===== config.mk =====
export PLATFORM = sky130hd
export DESIGN_NAME = sr_latch_driver
export DESIGN_NICKNAME = d
export VERILOG_FILES = /design/src/rtl/sr_latch_driver.sv
export SDC_FILE = /design/constraint.sdc
export NUM_CORES = 1
export LEC_CHECK = 0
export BUFFER_PORTS_ARGS = -buffer_cell sky130_fd_sc_hd__buf_2
export CAP_MARGIN = 10
export CORE_ASPECT_RATIO = 0.6
export CORE_UTILIZATION = 46
export CTS_CLUSTER_DIAMETER = 150
export DETAILED_ROUTE_END_ITERATION = 6
export SYNTH_ARGS = -nofsm -noshare
export SYNTH_HDL_FRONTEND = slang
export SYNTH_SLANG_ARGS = --single-unit

===== constraint.sdc =====
create_clock -name clk -period 3.6 [get_ports clk]
set_input_delay 0.36 -clock clk [delete_from_list [all_inputs] [get_ports clk]]
set_output_delay 0.36 -clock clk [all_outputs]
set_load 0.02 [all_outputs]

===== src/rtl/sr_latch_driver.sv =====
// rtl/sr_latch_driver.sv - debounced set/clear command source for a level-sensitive SR latch (option: SR_DRV_SHADOW_EN)
module sr_latch_driver #(
  parameter int DEBOUNCE_CYCLES = 500000
) (
  input  logic clk,
  input  logic reset,
  input  logic key_set_n,
  input  logic key_clr_n,
  output logic s,
  output logic r,
  output logic c,
  output logic conflict,
  output logic q_exp
);

  localparam int CW = $clog2(DEBOUNCE_CYCLES + 1);
  localparam logic [CW-1:0] CNT_MAX = CW'(DEBOUNCE_CYCLES);
  localparam logic [CW-1:0] CNT_ONE = CW'(1);
  localparam logic [CW-1:0] CNT_ZERO = '0;

  typedef enum logic [1:0] {
    IDLE         = 2'd0,
    PRESS_WAIT   = 2'd1,
    HELD         = 2'd2,
    RELEASE_WAIT = 2'd3
  } state_t;

  // Channel 0 is the set key, channel 1 the clear key.
  logic [1:0] keys_n;
  logic [1:0] press_evt;

  assign keys_n = {key_clr_n, key_set_n};

  genvar i;
  generate
    for (i = 0; i < 2; i++) begin : g_ch
      logic            sync_a;
      logic            sync_b;
      state_t          state;
      logic [CW-1:0]   cnt;
      logic            evt;

      // Two-flop synchronizer, inverted so a pressed key reads as 1.
      always_ff @(posedge clk or posedge reset) begin
        if (reset) begin
          sync_a <= 1'b0;
          sync_b <= 1'b0;
        end else begin
          sync_a <= ~keys_n[i];
          sync_b <= sync_a;
        end
      end

      // Debounce FSM; evt marks the cycle after the PRESS_WAIT->HELD transition.
      always_ff @(posedge clk or posedge reset) begin
        if (reset) begin
          state <= IDLE;
          cnt   <= CNT_ZERO;
          evt   <= 1'b0;
        end else begin
          evt <= 1'b0;
          case (state)
            IDLE: begin
              if (sync_b) begin
                state <= PRESS_WAIT;
                cnt   <= CNT_ONE;
              end else begin
                cnt <= CNT_ZERO;
              end
            end
            PRESS_WAIT: begin
              if (!sync_b) begin
                state <= IDLE;
                cnt   <= CNT_ZERO;
              end else if (cnt >= CNT_MAX - CNT_ONE) begin
                // Count reaches the threshold on this edge: level accepted.
                state <= HELD;
                cnt   <= CNT_MAX;
                evt   <= 1'b1;
              end else begin
                cnt <= cnt + CNT_ONE;
              end
            end
            HELD: begin
              if (!sync_b) begin
                state <= RELEASE_WAIT;
                cnt   <= CNT_ONE;
              end
            end
            RELEASE_WAIT: begin
              if (sync_b) begin
                // Bounce during release: still held, no new pulse.
                state <= HELD;
                cnt   <= CNT_ZERO;
              end else if (cnt >= CNT_MAX - CNT_ONE) begin
                state <= IDLE;
                cnt   <= CNT_ZERO;
              end else begin
                cnt <= cnt + CNT_ONE;
              end
            end
            default: begin
              state <= IDLE;
              cnt   <= CNT_ZERO;
            end
          endcase
        end
      end

      assign press_evt[i] = evt;
    end
  endgenerate

  // Command register: simultaneous presses are suppressed so s and r are never both high.
  always_ff @(posedge clk or posedge reset) begin
    if (reset) begin
      s        <= 1'b0;
      r        <= 1'b0;
      c        <= 1'b0;
      conflict <= 1'b0;
    end else begin
      s        <= press_evt[0] & ~press_evt[1];
      r        <= press_evt[1] & ~press_evt[0];
      c        <= press_evt[0] ^ press_evt[1];
      conflict <= press_evt[0] & press_evt[1];
    end
  end

`ifdef SR_DRV_SHADOW_EN
  logic q_shadow;

  // Shadow of the latch contents, following each command one cycle later.
  always_ff @(posedge clk or posedge reset) begin
    if (reset) begin
      q_shadow <= 1'b0;
    end else if (s) begin
      q_shadow <= 1'b1;
    end else if (r) begin
      q_shadow <= 1'b0;
    end
  end

  assign q_exp = q_shadow;
`else
  assign q_exp = 1'b0;
`endif

endmodule


==> reports/summary.log <==
INFO  run_status     outcome=finished clean
INFO  synthesis      asr_flop_ratio_synth=100%
INFO  synthesis      synth_fp_nets=317
INFO  cts            post_cts_hold_buffers=0
INFO  synthesis      ys.warnings.count=0
INFO  timing         final_min_period_over_clock_period=70.8%
INFO  placement      placement.io_buffers=7
INFO  grt            largest_net_degree_at_the_start_of_global_routing=31
INFO  grt            overflow=0
INFO  layout         area_growth_syn_to_layout=5.56%
INFO  routing        dr_pass1_iterations=5
INFO  synthesis      synth_cells=308
INFO  timing         finalSetupViolCount=0
INFO  floorplan      chipHeight=62.8um
INFO  grt            grt_first_pass_wirelength=10700um
INFO  layout         fin_area=0.00299sqmm
INFO  setup_path     timing.reg2reg.worst_path_depth=7
INFO  floorplan      core_area=0.00575sqmm
INFO  synthesis      synth_top_cells_by_count=dfrtp_1, nand2_1, o21ai_0, nand3_1, nor2_1
INFO  synthesis      postSynthRegisterBits=52
INFO  grt            grt_antenna_before_repair=0
INFO  routing        wl=6080um
INFO  job            number_of_max_cap_violations=0
INFO  timing         worst_slew_margin_rel=39.7%
INFO  setup_path     rr_startpoint=g_ch[1].cnt[0]
INFO  floorplan      initial_utilization=49.2%
INFO  placement      hpwl=4360um
INFO  synthesis      synth_ff_type=dfrtp_1
INFO  min_path       worst_hold_path_type=in2async
INFO  cts            tritoncts_buffers=5
INFO  timing         final_period_minus_worst_setup_slack=2.55ns
INFO  timing         fin_tns_setup=0ns
INFO  timing         slew_violations=0
INFO  timing         hold_viol_final=0
INFO  timing         postLayoutSetupSlackWorst=1.05ns
INFO  cts            cts-htree-levels=2
INFO  power          power_per_cell_area=340mW/mm^2
INFO  routing        initialDrtViolationCount=180
INFO  cts            clockBufferDepth=2
INFO  routing        drc=0
INFO  power          cellLeakagePower=1.36nW
INFO  placement      gp_congestion=0.847
INFO  floorplan      dieArea=0.00649sqmm
INFO  timing         rsz0062_at_grt=false
INFO  layout         fillerInstances=527
INFO  layout         fin_nets=319
INFO  layout         diodes=0
INFO  layout         post_route_cells_drive_above_1_share=8.36%
INFO  synthesis      synth-edff-count=0
INFO  routing        postRouteAntennaNets=0
INFO  setup_path     crit-reg2reg-capture=g_ch[1].cnt[7]
INFO  setup_path     r2r_setup_slack=1.05ns
INFO  timing         max_clock_freq=392MHz
INFO  cts            clk_pin_slew=0.10ns
INFO  setup_path     end_kind=flop
INFO  synthesis      synthesis.area=0.00283sqmm
INFO  cts            cts_setup_buffers=0
INFO  timing         clock-skew-final=0.00604ns
INFO  routing        routed_vias_inst=5.72
INFO  cts            clock_sinks=52
INFO  setup_path     critPathRequiredTime=3.81ns
INFO  synthesis      synth_area_per_cell=9.20squm
INFO  grt            gr-usage-all-layers=21.7%
INFO  placement      post_placement_setup_slack=1.11ns
INFO  placement      placed_cell_areas=0.00290sqmm
INFO  synthesis      post_synth_num_cell_types=50
INFO  setup_path     timing_worst_setup_path_type=reg2reg
INFO  grt            first_global_vias=2099
INFO  synthesis      post-synth-top-area-fraction=45.9%
INFO  cts            post_cts_resize_count=0
INFO  timing         worst_hold_slack=0.0592ns
INFO  routing        detailroute.via_count=2237
INFO  routing        avgRoutedWirePerCell=15.5um
INFO  floorplan      fp-row-count=21
INFO  timing         timing_worst_slew_pin_value=0.902ns
INFO  setup_path     critPathMaxFanout=17
INFO  setup_path     cp_data_arrival_time=2.76ns
INFO  synthesis      ys_seq_area_share=45.9%
INFO  cts            clock_insertion_delay_worst_skew=0.31ns
INFO  setup_path     crit_path_start_kind=flop
INFO  synthesis      synthMostInstantiatedCell=dfrtp_1
INFO  cts            cts_root_buffer=clkbuf_8
INFO  synthesis      synthDominantAreaCellType=dfrtp_1
INFO  cts            tritoncts=done
INFO  floorplan      num_io_pins=9
INFO  synthesis      post_synth_main_area_contributors=dfrtp_1, nand2_1, o21ai_0
INFO  floorplan      die_w=103um
INFO  power          peakVddDrop=0.176mV
[layer usage]
metal / GRT usage, % / share of wire [%] / vias up
li1: - / - / 1118
met3: 5.03 / 6.0 / 8
met2: 25.6 / 34 / 68
met1: 37.3 / 59 / 1043
met5: 0 / 0 / -
met4: 5.81 / 0.97 / 0
[cells in the final DEF (no fill, tap or decap), drive strengths merged, types with 4 or more instances in the layout]
cell	instances
and2	4
nor2	22
xnor2	7
inv	11
ha	5
nand2	34
dfrtp	52
nand2b	6
nand3	21
a21o	5
nor4	5
buf	8
and4	8
nor3	10
a22o	13
o21ai	28
nor3b	5
clkbuf	6
a31oi	8
nand4	8
a21oi	6
and3	7
[worst max-delay path: stages, from the launching register on]
cell,delay (ns)
dfrtp_1,0.43
ha_1,0.23
nand4_1,0.29
a21boi_0,0.27
o21ba_1,0.31
or2_1,0.49
o21ai_0,0.17
a22o_1,0.25
[kinds of logic after synthesis]
kind of cell             synth area share [%]
AND/OR/NAND/NOR                          26.3
AO/OA/AOI/OAI                            17.4
other                                   0.132
XOR/XNOR                                 3.09
multiplexers                            0.795
adder cells (fa/ha/maj)                  2.21
flip-flops                               45.9
buffers and inverters                    4.19
[area by class of cell]
type / count / area (sq um) / area share [%]
flip-flops and latches: 52 / 1300 / 43.5
clock inverters: 2 / 10.0 / 0.335
repair buffers: 8 / 42.5 / 1.42
well taps: 80 / 100 / 3.35
clock buffers: 6 / 82.6 / 2.76
multi-input cells: 232 / 1410 / 47.3
inverters: 11 / 41.3 / 1.38
[how the worst max path moves through the flow]
stage	cells after the start	end	from	slack (ns)
6_report	7	g_ch[1].cnt[7]	g_ch[1].cnt[0]	1.05
5_1_grt	7	g_ch[1].cnt[7]	g_ch[1].cnt[0]	0.83
4_1_cts	7	g_ch[1].cnt[6]	g_ch[1].cnt[0]	1.09
3_5_place_dp	7	g_ch[1].cnt[6]	g_ch[1].cnt[0]	1.11
3_3_place_gp	7	g_ch[1].cnt[6]	g_ch[1].cnt[0]	1.26
2_1_floorplan	10	g_ch[1].cnt[2]	g_ch[1].cnt[0]	1.56
[power breakdown]
| part | total, W | internal [W] | switching, W |
|---|---|---|---|
| registers | 0.000607 | 0.000594 | 0.0000133 |
| logic | 0.0000466 | 0.0000145 | 0.0000322 |
| clock network | 0.000362 | 0.000154 | 0.000208 |
[flip-flops by register name, summed over array words and instances, names as in the netlist, named ones only]
register and count:
c 1, conflict 1, g_ch.cnt 38, g_ch.evt 2, g_ch.state 2, g_ch.sync_a 2
g_ch.sync_b 2, r 1, s 1
[metrics by stage]
step | utilization, % | cells | total power [W]
after floorplan | - | 308 | 0.000655
after global placement | 50.4 | 383 | 0.000665
after detailed placement | 50.4 | 383 | 0.000667
after CTS | 52.0 | 391 | 0.00103
after global routing | 52.0 | 391 | 0.00107
final | 52.0 | 391 | 0.00102
Power figures use the tool's default switching activity.
